### config.mk
export PLATFORM = sky130hd
export DESIGN_NAME = load_store_unit_flat
export DESIGN_NICKNAME = d
export VERILOG_FILES = /design/src/rtl/load_store_unit_if.sv /design/src/rtl/load_store_unit.sv /design/src/flat_wrapper.sv
export SDC_FILE = /design/constraint.sdc
export NUM_CORES = 1
export LEC_CHECK = 0
export BUFFER_PORTS_ARGS = -buffer_cell sky130_fd_sc_hd__buf_4
export CAP_MARGIN = 20
export CELL_PAD_IN_SITES_DETAIL_PLACEMENT = 1
export CELL_PAD_IN_SITES_GLOBAL_PLACEMENT = 1
export CORE_UTILIZATION = 44
export DETAILED_ROUTE_END_ITERATION = 8
export PLACE_DENSITY_LB_ADDON = 0.3
export SLEW_MARGIN = 0
export SYNTH_ARGS = -nofsm -noshare
export SYNTH_HDL_FRONTEND = slang
export SYNTH_SLANG_ARGS = --single-unit
### constraint.sdc
create_clock -name clk -period 8.2 [get_ports clk]
set_input_delay 1.64 -clock clk [delete_from_list [all_inputs] [get_ports clk]]
set_output_delay 1.64 -clock clk [all_outputs]
set_load 0.1 [all_outputs]
### src/rtl/load_store_unit_if.sv
// Request/response handshake and data-memory port of the load/store unit.
interface load_store_unit_if;
  logic        req_valid;
  logic        req_ready;
  logic        req_we;
  logic [2:0]  req_funct3;
  logic [31:0] req_addr;
  logic [31:0] req_wdata;
  logic        resp_valid;
  logic [31:0] resp_rdata;
  logic        resp_err;
  logic [31:0] mem_addr;
  logic [31:0] mem_din;
  logic [3:0]  mem_we;
  logic [31:0] mem_dout;

  modport slave (
    input  req_valid, req_we, req_funct3, req_addr, req_wdata, mem_dout,
    output req_ready, resp_valid, resp_rdata, resp_err, mem_addr, mem_din, mem_we
  );

  modport master (
    output req_valid, req_we, req_funct3, req_addr, req_wdata, mem_dout,
    input  req_ready, resp_valid, resp_rdata, resp_err, mem_addr, mem_din, mem_we
  );
endinterface

### src/rtl/load_store_unit.sv
// RV32I load/store unit: lane alignment, byte enables, load extension and
// splitting of word-crossing accesses into two memory accesses.
module load_store_unit (
  input  logic              clk,
  input  logic              rst,
  load_store_unit_if.slave  bus
);

  typedef enum logic [2:0] {S_IDLE, S_A0, S_A1, S_D, S_R} state_t;

  state_t      r_state;
  logic        r_we;
  logic [2:0]  r_funct3;
  logic [31:0] r_addr;
  logic [31:0] r_wdata;
  logic [31:0] r_w0;
  logic [31:0] r_mem_addr;
  logic [31:0] r_mem_din;
  logic [3:0]  r_mem_we;
  logic        r_resp_valid;
  logic [31:0] r_resp_rdata;
  logic        r_resp_err;

  function automatic logic [2:0] size_of(input logic [1:0] sz);
    case (sz)
      2'b00:   return 3'd1;
      2'b01:   return 3'd2;
      default: return 3'd4;
    endcase
  endfunction

  function automatic logic is_legal(input logic we, input logic [2:0] f3);
    if (we)
      return (f3 == 3'b000) || (f3 == 3'b001) || (f3 == 3'b010);
    else
      return (f3 == 3'b000) || (f3 == 3'b001) || (f3 == 3'b010) ||
             (f3 == 3'b100) || (f3 == 3'b101);
  endfunction

  function automatic logic [7:0] lane_mask(input logic [1:0] sz, input logic [1:0] o);
    logic [7:0] m;
    case (sz)
      2'b00:   m = 8'h01;
      2'b01:   m = 8'h03;
      default: m = 8'h0F;
    endcase
    return m << o;
  endfunction

  function automatic logic [31:0] load_result(input logic [2:0] f3, input logic [1:0] o,
                                               input logic [63:0] d64);
    logic [63:0] s;
    s = d64 >> {o, 3'b000};
    case (f3)
      3'b000:  return {{24{s[7]}}, s[7:0]};
      3'b001:  return {{16{s[15]}}, s[15:0]};
      3'b100:  return {24'b0, s[7:0]};
      3'b101:  return {16'b0, s[15:0]};
      default: return s[31:0];
    endcase
  endfunction

  // In IDLE the lane math works on the incoming request so word 0 can be
  // registered on the accept edge; afterwards it works on the latched copy.
  logic [2:0]  w_sel_funct3;
  logic [31:0] w_sel_addr;
  logic [31:0] w_sel_wdata;
  logic [7:0]  w_mask8;
  logic [63:0] w_data64;
  logic [2:0]  w_n;
  logic        w_split;
  logic [63:0] w_rd64;

  assign w_sel_funct3 = (r_state == S_IDLE) ? bus.req_funct3 : r_funct3;
  assign w_sel_addr   = (r_state == S_IDLE) ? bus.req_addr   : r_addr;
  assign w_sel_wdata  = (r_state == S_IDLE) ? bus.req_wdata  : r_wdata;
  assign w_mask8      = lane_mask(w_sel_funct3[1:0], w_sel_addr[1:0]);
  assign w_data64     = {32'b0, w_sel_wdata} << {w_sel_addr[1:0], 3'b000};
  assign w_n          = size_of(w_sel_funct3[1:0]);
  assign w_split      = ({1'b0, w_sel_addr[1:0]} + w_n) > 3'd4;
  assign w_rd64       = w_split ? {bus.mem_dout, r_w0} : {32'b0, bus.mem_dout};

  always_ff @(posedge clk) begin
    if (rst) begin
      r_state      <= S_IDLE;
      r_we         <= 1'b0;
      r_funct3     <= 3'b0;
      r_addr       <= 32'b0;
      r_wdata      <= 32'b0;
      r_w0         <= 32'b0;
      r_mem_addr   <= 32'b0;
      r_mem_din    <= 32'b0;
      r_mem_we     <= 4'b0;
      r_resp_valid <= 1'b0;
      r_resp_rdata <= 32'b0;
      r_resp_err   <= 1'b0;
    end else begin
      case (r_state)
        S_IDLE: begin
          if (bus.req_valid) begin
            r_we     <= bus.req_we;
            r_funct3 <= bus.req_funct3;
            r_addr   <= bus.req_addr;
            r_wdata  <= bus.req_wdata;
            if (is_legal(bus.req_we, bus.req_funct3)) begin
              r_state    <= S_A0;
              r_mem_addr <= {bus.req_addr[31:2], 2'b00};
              r_mem_din  <= w_data64[31:0];
              r_mem_we   <= bus.req_we ? w_mask8[3:0] : 4'b0;
            end else begin
              r_state      <= S_R;
              r_resp_valid <= 1'b1;
              r_resp_err   <= 1'b1;
              r_resp_rdata <= 32'b0;
            end
          end
        end
        S_A0: begin
          if (w_split) begin
            r_state    <= S_A1;
            r_mem_addr <= {r_addr[31:2] + 30'd1, 2'b00};
            r_mem_din  <= w_data64[63:32];
            r_mem_we   <= r_we ? w_mask8[7:4] : 4'b0;
          end else begin
            r_state  <= S_D;
            r_mem_we <= 4'b0;
          end
        end
        S_A1: begin
          r_w0     <= bus.mem_dout;
          r_mem_we <= 4'b0;
          r_state  <= S_D;
        end
        S_D: begin
          r_resp_valid <= 1'b1;
          r_resp_err   <= 1'b0;
          r_resp_rdata <= r_we ? 32'b0 : load_result(r_funct3, r_addr[1:0], w_rd64);
          r_state      <= S_R;
        end
        S_R: begin
          r_resp_valid <= 1'b0;
          r_resp_err   <= 1'b0;
          r_resp_rdata <= 32'b0;
          r_state      <= S_IDLE;
        end
        default: r_state <= S_IDLE;
      endcase
    end
  end

  assign bus.req_ready  = (r_state == S_IDLE) && !rst;
  assign bus.resp_valid = r_resp_valid;
  assign bus.resp_rdata = r_resp_rdata;
  assign bus.resp_err   = r_resp_err;
  assign bus.mem_addr   = r_mem_addr;
  assign bus.mem_din    = r_mem_din;
  assign bus.mem_we     = r_mem_we;

endmodule

### src/flat_wrapper.sv
// flat-port wrapper written by rule: the top's interface ports become plain ports
module load_store_unit_flat 
  (clk, rst, bus_req_valid, bus_req_we, bus_req_funct3, bus_req_addr, bus_req_wdata, bus_mem_dout, bus_req_ready, bus_resp_valid, bus_resp_rdata, bus_resp_err, bus_mem_addr, bus_mem_din, bus_mem_we);
  load_store_unit_if bus_i ();
  input  logic clk;
  input  logic rst;
  input wire logic [$bits(bus_i.req_valid)-1:0] bus_req_valid;
  input wire logic [$bits(bus_i.req_we)-1:0] bus_req_we;
  input wire logic [$bits(bus_i.req_funct3)-1:0] bus_req_funct3;
  input wire logic [$bits(bus_i.req_addr)-1:0] bus_req_addr;
  input wire logic [$bits(bus_i.req_wdata)-1:0] bus_req_wdata;
  input wire logic [$bits(bus_i.mem_dout)-1:0] bus_mem_dout;
  output wire logic [$bits(bus_i.req_ready)-1:0] bus_req_ready;
  output wire logic [$bits(bus_i.resp_valid)-1:0] bus_resp_valid;
  output wire logic [$bits(bus_i.resp_rdata)-1:0] bus_resp_rdata;
  output wire logic [$bits(bus_i.resp_err)-1:0] bus_resp_err;
  output wire logic [$bits(bus_i.mem_addr)-1:0] bus_mem_addr;
  output wire logic [$bits(bus_i.mem_din)-1:0] bus_mem_din;
  output wire logic [$bits(bus_i.mem_we)-1:0] bus_mem_we;
  assign bus_i.req_valid = bus_req_valid;
  assign bus_i.req_we = bus_req_we;
  assign bus_i.req_funct3 = bus_req_funct3;
  assign bus_i.req_addr = bus_req_addr;
  assign bus_i.req_wdata = bus_req_wdata;
  assign bus_i.mem_dout = bus_mem_dout;
  assign bus_req_ready = bus_i.req_ready;
  assign bus_resp_valid = bus_i.resp_valid;
  assign bus_resp_rdata = bus_i.resp_rdata;
  assign bus_resp_err = bus_i.resp_err;
  assign bus_mem_addr = bus_i.mem_addr;
  assign bus_mem_din = bus_i.mem_din;
  assign bus_mem_we = bus_i.mem_we;
  load_store_unit u_core (.clk(clk), .rst(rst), .bus(bus_i));
endmodule
# Yosys cells after proc, flatten, opt, wreduce, memory -nomap -nowiden
# Cells that the tools add are included.
# totals
ff_bits,205
wordCells,91
# op_classes
n_addsub,2
order_cmp,1
eq_ne,16
shifts,3
muxes,37
reduce_logical,20
# op_table
cell,count
32-bit two-way mux,10
32-bit one-hot mux with 2 select lines,2
32-bit one-hot mux with 4 select lines,1
32-bit one-hot mux with 3 select lines,1
64-bit two-way mux,1
32-bit by 5-bit left shift with 64-bit output,1
64-bit by 5-bit right shift with 32-bit output,1
30-bit by 1-bit adder with 30-bit output (second input constant),1
4-bit two-way mux,5
3-bit == test (second input constant),5
3-bit one-hot mux with 4 select lines,1
4-bit one-hot mux with 3 select lines,1
3-bit by 1-bit == test with 1-bit output (second input constant),3
3-bit by 2-bit == test with 1-bit output (second input constant),3
3-bit zero test,3
3-bit AND reduction,3
4-bit one-hot mux with 2 select lines,1
4-bit by 2-bit left shift with 8-bit output,1
1-bit two-way mux,7
3-bit two-way mux,2
2-bit inequality test (second input constant),3
3-bit one-hot mux with 2 select lines,1
3-bit nonzero test,2
1-bit logical OR,4
14 further kinds,16

# Longest topological paths before layout
# Gate-level depths: netlist of the first run.
# depth
word_depth,12
mapped_depth,16
depth_no_buf,12

# Least setup slack after synthesis of the first run
# No wires, ideal clock.
# synth_timing
path_kind,input to output
startpoint,input rst
endpoint,output bus_req_ready
arrival_time_ps,3312
t_required_ps,6560
path_slack_ps,3248
path_stages,3
cell_sequence,clkbuf_1 > clkbuf_1 > nor2_1
# synth_via
elab_chain_cells,2
# synth_rtl
element,line_no,rtl
from (decl),flat_wrapper.sv:6,input logic rst;
1-bit zero test,load_store_unit.sv:151,assign bus.req_ready = (r_state == S_IDLE) && !rst;
1-bit logical AND,load_store_unit.sv:151,
to (decl),flat_wrapper.sv:13,output wire logic [$bits(bus_i.req_ready)-1:0] bus_req_ready;
# No other way between the ends.

# Worst setup path after layout of the first run
# layout_timing
startpoint,input bus_req_funct3[1]
endpoint,register u_core.r_resp_rdata[5] (netlist: u_core.bus.resp_rdata[5])
# layout_via
elab_chain_cells,11
# layout_rtl
element,line_no,rtl
from (decl),flat_wrapper.sv:9,input wire logic [$bits(bus_i.req_funct3)-1:0] bus_req_funct3;
branches (longest 11 deep; another with 2-bit by 3-bit adder with 3-bit output),--,
to (signal assigned),load_store_unit.sv:137,"r_resp_rdata <= r_we ? 32'b0 : load_result(r_funct3, r_addr[1:0], w_rd64);"
to (decl),load_store_unit.sv:21,logic [31:0] r_resp_rdata;
# Parallel ways; which one is timed is not known. The select of a mux whose other input is x is not followed.
# A chain may end at the register's enable or synchronous reset.

==> impl_metrics.ini, run 1 <==
[setup_path]
timing.rr.end = u_core.bus.resp_rdata[5]$_SDFFE_PP0P_
critPathBufInv = 4
crit_path_end_kind = flip-flop
startpoint_type = primary input
crit_arrival_ns = 5.33
reg2reg_depth = 13
crit_type = primary input to flip-flop
r2r_start = u_core.r_state[2]$_SDFFE_PP0P_
cp_max_fo = 43
r2r_slack_ns = 3.49
cp_cell_sequence = buf_4 -> or4b_4 -> and2_0 -> and2_1 -> ha_1 -> inv_1 -> fa_1 -> inv_1 -> and3_2 -> o21ai_4 -> buf_4 -> mux4_2 -> a22oi_1 -> nand2_1
crit_end = u_core.bus.resp_rdata[5]$_SDFFE_PP0P_
cp_top_family = simple AND/OR/NAND/NOR gates
max_stage_delay_ns = 0.60
worstPathRequired_ns = 8.59
crit_cells = 14
critPathLaunch = bus_req_funct3[1]
crit_slowest_cell = buf_4

[clock_network]
cts_inserted_buffers = 24
cts_sinks = 203
path_clk_slew_ns = 0.05
hold_buffers = 0
cts_tree = yes
htree_levels = 1
cts_setup_buffers = 0
cts_root_buf = clkbuf_16
clockBufferDepth = 3
cts_resized = 0
clk_latency_ns = 0.52

[sta]
maxSlewViolCount = 0
tns_ns = 0
whs_ns = 0.451
finalCritPeriodShare_pct = 60.2
rsz0062_at_grt = no
finClkSkew_ns = 0.00795
max-slew-margin-rel_pct = 29.7
hold_violations = 0
setup_slack_ns = 3.26
setup_viol = 0
max_freq_mhz = 203
period_minus_slack_ns = 4.94
worstMarginPinSlew_ns = 1.05

[synth]
synthDominantCellAreaShare_pct = 37.5
synthFlopType = dfxtp_1
synthesis.instances = 1340
synth_most_common_cell = nand2_1
syn_area_per_cell_um2 = 8.08
netlist_area_mm2 = 0.0108
synth_cell_types = 65
synthSimpleGateAreaFrac_pct = 20.1
async_reset_ff_share_pct = 0
synth_top_family_by_area = compound AO/OA/AOI/OAI gates
yosysWarnings = 0
synth_top_area_cell = dfxtp_1
synthMuxAreaShare_pct = 13.6
ys_top_cells_by_count = nand2_1 (303), dfxtp_1 (203), a21oi_1 (167)
synth-seq-cells = 203
synth_adder_area_share_pct = 0.520
synth_compound_area_share_pct = 20.9
yosys-top-cells-area = dfxtp_1 (38%), nand2_1 (11%), a21oi_1 (7.7%)
synth-edff-count = 0
synth_xor_area_share_pct = 2.35
seq_area_frac_synth_pct = 37.5

[final_layout]
nFillCells = 2933
fin_cells = 1812
regArea_mm2 = 0.00407
multi_input_area_mm2 = 0.00627
antenna_cells = 0
layout-drive-gt1-share_pct = 23.0
fin_nets = 1578
area_growth_pct = 21.7

[die]
dieArea_mm2 = 0.0252
initial_utilization_pct = 44.7
die_x_um = 159
core_area_mm2 = 0.0242
row_count = 57
pin_count = 206
die_h_um = 159

[power]
p_leak_uw = 0.00506
power_frac_seq_pct = 30.1
p_comb_share_pct = 45.1
p_per_area_mw_per_mm2 = 310
peakVddDrop_mv = 0.208
internal-power_uw = 2260
clkPwrFrac_pct = 24.8
power_switching_uw = 1820
p_sw_share_pct = 44.7

[place]
dp_hpwl_um = 24800
dp_cells = 1768
pre_cts_slack_ns = 2.15
portBuffers = 203
gp_congestion = 0.862

[grt]
grt_max_degree = 85
grt_pass1_wl_um = 58900
grt_pass1_vias = 10900
grt_usage_pct = 28.7
overflow = 0
antenna_found_initial = 0

[route]
vias = 10700
wl_met1_um = 15200
wl_um = 37100
route.met3.wl_um = 1920
wl_met2_um = 18100
ant_nets = 0
top_layer = met4
drt-initial-drc-count = 707
wl_per_cell_um = 20.5
dr.pass1.iters = 5
via_per_inst = 5.91
route.detailed.drc = 0

[run_status]
status = completed

[flow_run]
maxCapViolCount = 0

[min_path]
hp-class = flip-flop to flip-flop
-- cells in the final DEF (no fill, tap or decap), types with 4 or more instances in the layout --
cell type / netlist / final
a221oi_1: 17 / 17
a211oi_1: 30 / 29
nor4_1: 10 / 10
xnor2_1: 19 / 19
nand4_1: 6 / 6
clkbuf_16: 0 / 25
mux2i_1: 56 / 56
and3_1: 9 / 8
nand2_1: 303 / 302
inv_1: 11 / 11
mux2_2: 40 / 40
nor2_1: 66 / 65
or3_1: 4 / 4
nor3_1: 29 / 28
o2bb2ai_1: 8 / 8
and2_1: 7 / 7
buf_4: 4 / 220
xor2_1: 10 / 10
clkbuf_8: 0 / 4
o21ai_0: 45 / 45
o211ai_1: 23 / 23
nor2b_1: 18 / 18
a211o_1: 17 / 17
clkbuf_1: 89 / 5
a21oi_1: 167 / 167
dfxtp_1: 203 / 202
a311oi_1: 10 / 10
mux4_2: 16 / 16
mux2_4: 6 / 6
clkinv_2: 0 / 9
a222oi_1: 15 / 15
a22oi_1: 11 / 11
nand3_1: 32 / 32
-- flip-flops by register name, indices dropped and copies added (netlist names) --
signal / count
u_core.bus.resp_valid: 1
u_core.bus.resp_err: 1
u_core.r_we: 1
u_core.r_funct3: 3
u_core.r_w0: 32
u_core.bus.mem_we: 4
u_core.bus.mem_din: 32
u_core.bus.resp_rdata: 32
u_core.bus.mem_addr: 30
u_core.r_addr: 32
u_core.r_state: 3
u_core.r_wdata: 32
-- worst register-to-register path, stage by stage (launching register included) --
cell and delay [ns]:
dfxtp_1 0.47, nor3_4 0.30, buf_4 0.54, mux2i_1 0.33, and2_1 0.24, ha_1 0.17
inv_1 0.05, fa_1 0.47, or2b_2 0.36, o21ai_4 0.14, buf_4 0.60, mux4_2 0.62
a22oi_1 0.21, nand2_1 0.10
-- cells by family (layout without fill, tap and decap cells) --
kind of cell	count (synthesis)	count (layout)
simple gates	501	501
compound gates	355	355
flops	203	203
buf+inv	128	275
mux	119	119
xor+xnor	29	29
fa+ha+maj	4	4
other cells	1	2
-- power by group through the flow --
| stage | Combinational, uW | Sequential, uW | Clock [uW] |
|---|---|---|---|
| floorplan | 953 | 1690 | 0 |
| global route | 1950 | 1250 | 1070 |
| CTS | 1830 | 1230 | 1030 |
| finish | 1840 | 1230 | 1010 |
| detailed placement | 1820 | 1250 | 0 |
| global placement | 1780 | 1240 | 0 |
-- per-stage QoR --
stage          instance area, um^2  total power (uW)  utilization, %
5_1_grt                      13200              4260            54.4
2_1_floorplan                10800              2640               -
3_3_place_gp                 12400              3020            51.3
4_1_cts                      13200              4090            54.3
6_report                     13200              4090            54.4
3_5_place_dp                 12400              3070            51.3
-- worst min path at each step --
stage                                          from                                   end  slack [ns]  depth (start not counted)
2_1_floorplan           u_core.r_w0[0]$_SDFFE_PP0P_           u_core.r_w0[0]$_SDFFE_PP0P_        0.43                          2
3_3_place_gp   u_core.bus.mem_addr[25]$_SDFFE_PP0P_  u_core.bus.mem_addr[25]$_SDFFE_PP0P_        0.44                          2
3_5_place_dp            u_core.r_w0[6]$_SDFFE_PP0P_           u_core.r_w0[6]$_SDFFE_PP0P_        0.45                          2
4_1_cts                 u_core.r_w0[6]$_SDFFE_PP0P_           u_core.r_w0[6]$_SDFFE_PP0P_        0.46                          2
5_1_grt        u_core.bus.mem_addr[23]$_SDFFE_PP0P_  u_core.bus.mem_addr[23]$_SDFFE_PP0P_        0.47                          2
6_report       u_core.bus.mem_addr[10]$_SDFFE_PP0P_  u_core.bus.mem_addr[10]$_SDFFE_PP0P_        0.45                          2
-- final cells by class --
cell class                 instances  area share [%]
sequential                       203            30.9
tap                              324            3.08
clock buffer                      33            5.20
timing repair buffer             221            12.6
inverter                          12           0.342
clock inverter                     9           0.342
multi-input combinational       1010            47.6
-- metal layers --
layer / vias to the layer above / GRT usage, %
met5: - / 0
met2: 356 / 50.1
met1: 5217 / 34.6
li1: 5039 / -
met3: 105 / 3.76
met4: 0 / 14.1
Note: power is estimated with default switching activity, not from simulation.
==> run 2, diff against run 1 <==
--- a/config.mk
+++ b/config.mk
@@ -9,7 +9,7 @@
 export CAP_MARGIN = 20
 export CELL_PAD_IN_SITES_DETAIL_PLACEMENT = 1
 export CELL_PAD_IN_SITES_GLOBAL_PLACEMENT = 1
-export CORE_UTILIZATION = 44
+export CORE_UTILIZATION = 41
 export DETAILED_ROUTE_END_ITERATION = 8
 export PLACE_DENSITY_LB_ADDON = 0.3
 export SLEW_MARGIN = 0
==> constraint.sdc (replaced) <==
create_clock -name clk -period 4.65 [get_ports clk]
set_input_delay 0.93 -clock clk [delete_from_list [all_inputs] [get_ports clk]]
set_output_delay 0.93 -clock clk [all_outputs]
set_load 0.1 [all_outputs]
==> run 2 against run 1 <==
Power up 82%. Non-clock buffer count is 9 higher. Global-route usage fell by 1.1 points. First-iteration DRC count up 10%. Clock power is 95% higher.
==> impl_metrics.ini, run 2 (synthesized netlist as in run 1, its figures left out) <==
[run_status]
status = completed

[die]
initial_utilization_pct = 41.7
die_h_um = 165
core_area_mm2 = 0.0260
row_count = 59
die_x_um = 165
dieArea_mm2 = 0.0271
pin_count = 206

[place]
dp_hpwl_um = 24800
gp_congestion = 0.849
portBuffers = 203

[clock_network]
hold_buffers = 0
cts_sinks = 203
cts_resized = 0
htree_levels = 1
cts_setup_buffers = 0
path_clk_slew_ns = 0.06
cts_tree = yes
clockBufferDepth = 3
cts_inserted_buffers = 24
cts_root_buf = clkbuf_16
clk_latency_ns = 0.52

[route]
ant_nets = 0
wl_um = 37700
vias = 10800
route.detailed.drc = 0
wl_per_cell_um = 20.6
via_per_inst = 5.88
dr.pass1.iters = 6
drt-initial-drc-count = 781

[sta]
hold_violations = 0
worstMarginPinSlew_ns = 1.07
setup_viol = 0
maxSlewViolCount = 0
tns_ns = 0
period_minus_slack_ns = 4.23
rsz0062_at_grt = no
max_freq_mhz = 236
finalCritPeriodShare_pct = 91.0
finClkSkew_ns = 0.00647
whs_ns = 0.455
max-slew-margin-rel_pct = 28.8

[power]
p_per_area_mw_per_mm2 = 556
p_comb_share_pct = 44.5
internal-power_uw = 4190
p_total_uw = 7430
peakVddDrop_mv = 0.415
p_sw_share_pct = 43.6
power_switching_uw = 3240
clkPwrFrac_pct = 26.4
power_frac_seq_pct = 29.0
p_leak_uw = 0.00514

[final_layout]
final_common_cell = nand2_1
antenna_cells = 0
fin_nets = 1587
nFillCells = 3155
layout-drive-gt1-share_pct = 23.6
area_growth_pct = 23.5
final_cell_mix = nand2_1 (302), buf_4 (228), dfxtp_1 (202)

[setup_path]
reg2reg_depth = 12
cp_cell_sequence = o31ai_1 -> and2_0 -> and2_1 -> ha_1 -> inv_1 -> fa_1 -> or2b_2 -> o21ai_4 -> o21a_2 -> buf_4 -> nand2_1 -> a21oi_1
worstPathRequired_ns = 5.09
cp_max_fo = 49
crit_path_end_kind = flip-flop
startpoint_type = flip-flop
r2r_slack_ns = 0.42
r2r_start = u_core.r_state[1]$_SDFFE_PP0P_
crit_slowest_cell = o21a_2
crit_arrival_ns = 4.67
max_stage_delay_ns = 0.86
crit_type = flip-flop to flip-flop
timing.rr.end = u_core.bus.mem_addr[7]$_SDFFE_PP0P_

[grt]
grt_max_degree = 94
grt_usage_pct = 27.6
grt_pass1_vias = 10700
antenna_found_initial = 0
overflow = 0
grt_pass1_wl_um = 58700

[min_path]
min_path_cells = 2
min_to = u_core.bus.mem_addr[18]$_SDFFE_PP0P_
hold_start = u_core.bus.mem_addr[18]$_SDFFE_PP0P_
hp-class = flip-flop to flip-flop

[flow_run]
maxCapViolCount = 0
## run 2: cell types whose count changed in the layout (fill, tap and decap cells not counted)
cell	previous run	this run
clkbuf_1	5	4
clkinv_2	9	6
buf_12	0	2
buf_4	220	228
clkinvlp_4	0	2
bufinv_16	0	3
clkbuf_8	4	3
## run 2: critical path: cells and delay by family (launching register included)
family	cells	cell delay, ns
DFF	1	0.45
and+or+nand+nor	4	1.05
adders and majority gates	2	0.64
AOI/OAI and AO/OA	4	1.61
buffers and inverters	2	0.38
## run 2: worst max-delay path by stage
| stage | end | cells after the start | startpoint | slack, ns |
|---|---|---|---|---|
| after floorplan | u_core.bus.resp_rdata[13]$_SDFFE_PP0P_ | 14 | bus_req_addr[0] | 0.70 |
| after global placement | u_core.bus.mem_addr[8]$_SDFFE_PP0P_ | 14 | bus_req_funct3[1] | 0.31 |
| after detailed placement | u_core.bus.mem_addr[14]$_SDFFE_PP0P_ | 14 | bus_req_funct3[1] | 0.19 |
| after CTS | u_core.bus.mem_addr[14]$_SDFFE_PP0P_ | 12 | u_core.r_state[1]$_SDFFE_PP0P_ | 0.39 |
| after global routing | u_core.bus.mem_addr[14]$_SDFFE_PP0P_ | 12 | u_core.r_state[1]$_SDFFE_PP0P_ | 0.17 |
| final | u_core.bus.mem_addr[7]$_SDFFE_PP0P_ | 12 | u_core.r_state[1]$_SDFFE_PP0P_ | 0.42 |
## run 2: power by group through the flow
stage	registers (uW)	clock network, uW	logic (uW)
final	2160	1970	3310
after global routing	2180	2070	3520
after CTS	2150	1990	3310
after detailed placement	2180	0	3280
after global placement	2180	0	3220
after floorplan	2980	0	1680
## run 2: metal layers
layer,wire [um],global-route usage (%),share of wire (%)
met5,0,0,0
met3,2090,3.77,5.6
met4,988,8.80,2.6
met1,16000,35.5,42
met2,18600,47.4,49
## run 2: through the flow
stage / util (%) / area [um^2] / std cells / setup slack [ns]
after CTS: 51.4 / 13400 / 1833 / 0.393
after global routing: 51.4 / 13400 / 1833 / 0.168
after detailed placement: 48.3 / 12600 / 1790 / 0.185
after global placement: 48.3 / 12600 / 1790 / 0.306
after floorplan: - / 10800 / 1341 / 0.703
final: 51.4 / 13400 / 1833 / 0.418
## run 2: layout make-up
type | instances | area (um^2) | area share [%]
inverters | 12 | 45.0 | 0.337
well taps | 335 | 419 | 3.14
flip-flops and latches | 203 | 4070 | 30.4
clock buffers | 32 | 682 | 5.10
clock inverters | 11 | 135 | 1.01
repair buffers | 230 | 1750 | 13.1
multi-input cells | 1010 | 6270 | 46.9
==> run 3, diff against run 2 <==
--- a/config.mk
+++ b/config.mk
@@ -12,6 +12,7 @@
 export CORE_UTILIZATION = 41
 export DETAILED_ROUTE_END_ITERATION = 8
 export PLACE_DENSITY_LB_ADDON = 0.3
+export REMOVE_ABC_BUFFERS = 1
 export SLEW_MARGIN = 0
 export SYNTH_ARGS = -nofsm -noshare
 export SYNTH_HDL_FRONTEND = slang
==> run 3 against run 2 <==
Clock power is 4% higher. First-iteration DRC count shrank 12%. Non-clock buffer count grew 7. Combinational power hardly changed. Count of clock-buffer cells in the layout is 3 higher. Hold slack got worse by 0.0027 ns. Design area up 0.82%. Sequential share of layout area decreased by 0.25 points. Clock skew is 0.0090 ns higher. Global-route usage decreased by 0.44 points. Highest routed layer unchanged.
==> impl_metrics.ini, run 3 (synthesized netlist as in run 1, its figures left out) <==
[sta]
tns_ns = 0
setup_viol = 0
setup_slack_ns = 0.305
period_minus_slack_ns = 4.34
rsz0062_at_grt = no
worstMarginPinSlew_ns = 1.08
max_freq_mhz = 230
finalCritPeriodShare_pct = 93.4
hold_violations = 0
maxSlewViolCount = 0
max-slew-margin-rel_pct = 28.0
finClkSkew_ns = 0.0154

[power]
p_total_uw = 7530
p_per_area_mw_per_mm2 = 559
p_leak_uw = 0.00521
peakVddDrop_mv = 0.393

[run_status]
status = completed

[min_path]
hold_start = u_core.bus.resp_rdata[17]$_SDFFE_PP0P_
min_to = u_core.bus.resp_rdata[17]$_SDFFE_PP0P_
min_path_cells = 2
hp-class = flip-flop to flip-flop

[grt]
gr-usage-met3_pct = 3.57
grt_util_met1_pct = 35.3
grt_max_degree = 73
gr-usage-met2_pct = 46.6
overflow = 0
antenna_found_initial = 0
grt_pass1_vias = 10900
grt_pass1_wl_um = 58300
grt_usage_pct = 27.1
busiest_layer = met2

[place]
gp_congestion = 0.817
pre_cts_slack_ns = 0.111
placed_cell_area_mm2 = 0.0126
portBuffers = 203
dp_hpwl_um = 24800

[setup_path]
crit_cells = 13
startpoint_type = flip-flop
r2r_start = u_core.r_state[0]$_SDFFE_PP0P_
crit_arrival_ns = 4.72
timing.rr.end = u_core.bus.resp_rdata[8]$_SDFFE_PP0P_
reg2reg_depth = 13
worstPathRequired_ns = 5.02
cp_max_fo = 21
critPathBufInv = 3
cp_cell_sequence = o31ai_1 -> and2_0 -> and2_1 -> ha_1 -> inv_1 -> fa_1 -> inv_1 -> a21oi_4 -> o21ai_4 -> buf_12 -> mux2_1 -> a222oi_1 -> o211ai_1
cp_top_family = compound AO/OA/AOI/OAI gates
r2r_slack_ns = 0.31
crit_slowest_cell = o21ai_4
crit_path_end_kind = flip-flop
crit_type = flip-flop to flip-flop
max_stage_delay_ns = 0.65
cpMostUsedCell = inv_1

[die]
dieArea_mm2 = 0.0271
pin_count = 206
core_area_mm2 = 0.0260
initial_utilization_pct = 41.7
row_count = 59
die_x_um = 165
die_h_um = 165

[route]
dr.pass1.iters = 5
wl_um = 37200
via_per_inst = 5.83
ant_nets = 0
wl_per_cell_um = 20.2
drt-initial-drc-count = 689
vias = 10700
route.detailed.drc = 0

[clock_network]
cts_sinks = 203
htree_levels = 1
cts_resized = 0
cts_root_buf = clkbuf_16
hold_buffers = 0
path_clk_slew_ns = 0.06
cts_inserted_buffers = 24
cts_setup_buffers = 0
cts_tree = yes
clk_latency_ns = 0.52
clockBufferDepth = 3

[final_layout]
postLayoutCoreUtil_pct = 51.9
fin_area_mm2 = 0.0135
layout-drive-gt1-share_pct = 24.0
multi_input_area_mm2 = 0.00627
fin_nets = 1594
final_cell_mix = nand2_1 (302), buf_4 (233), dfxtp_1 (202)
final_common_cell = nand2_1
nFillCells = 3106
regArea_mm2 = 0.00407
antenna_cells = 0
area_growth_pct = 24.5

[flow_run]
maxCapViolCount = 0
==> run 3: cell types whose count changed in the layout (fill, tap and decap cells not counted), sizes merged <==
cell	before	now
buf	230	237
clkinvlp	2	0
clkbuf	32	35
==> run 3: how the worst max path moves through the flow <==
stage,start,to,slack [ns]
after floorplan,u_core.r_addr[0]$_SDFFE_PP0P_,u_core.bus.mem_din[24]$_SDFFE_PP0P_,-2.30
after global placement,bus_req_funct3[1],u_core.bus.resp_rdata[4]$_SDFFE_PP0P_,0.26
after detailed placement,bus_req_funct3[1],u_core.bus.resp_rdata[4]$_SDFFE_PP0P_,0.11
after CTS,u_core.r_state[2]$_SDFFE_PP0P_,u_core.bus.resp_rdata[8]$_SDFFE_PP0P_,0.33
after global routing,u_core.r_state[0]$_SDFFE_PP0P_,u_core.bus.resp_rdata[8]$_SDFFE_PP0P_,0.05
final,u_core.r_state[0]$_SDFFE_PP0P_,u_core.bus.resp_rdata[8]$_SDFFE_PP0P_,0.31
==> run 3: worst reg2reg max path, stage by stage, from the launching register on <==
cell      delay (ns)
dfxtp_1         0.48
o31ai_1         0.60
and2_0          0.23
and2_1          0.20
ha_1            0.16
inv_1           0.05
fa_1            0.43
inv_1           0.14
a21oi_4         0.06
o21ai_4         0.65
buf_12          0.29
mux2_1          0.38
a222oi_1        0.38
o211ai_1        0.16
==> run 3: stage by stage <==
| step | hold WS, ns | std cells |
|---|---|---|
| 2_1_floorplan | 0.427 | 1225 |
| 3_3_place_gp | 0.438 | 1796 |
| 3_5_place_dp | 0.445 | 1796 |
| 4_1_cts | 0.459 | 1840 |
| 5_1_grt | 0.472 | 1841 |
| 6_report | 0.453 | 1841 |
==> run 3: per-layer routing <==
metal	share of wire [%]	wire [um]
met5	0	0
met4	2.4	898
met3	5.8	2150
met2	48	17900
met1	44	16300
==> run 3: area by class of cell <==
| class | count | area share (%) |
|---|---|---|
| multi-input cells | 1010 | 46.5 |
| clock buffers | 35 | 5.52 |
| well taps | 335 | 3.11 |
| clock inverters | 9 | 0.891 |
| inverters | 12 | 0.334 |
| flip-flops and latches | 203 | 30.2 |
| repair buffers | 237 | 13.5 |
==> run 3: power by group <==
| part | leakage, uW | total (uW) | internal (uW) | switching, uW |
|---|---|---|---|---|
| combinational | 0.00312 | 3310 | 1060 | 2250 |
| clock | 0.000433 | 2040 | 1270 | 772 |
| sequential | 0.00166 | 2170 | 1970 | 204 |
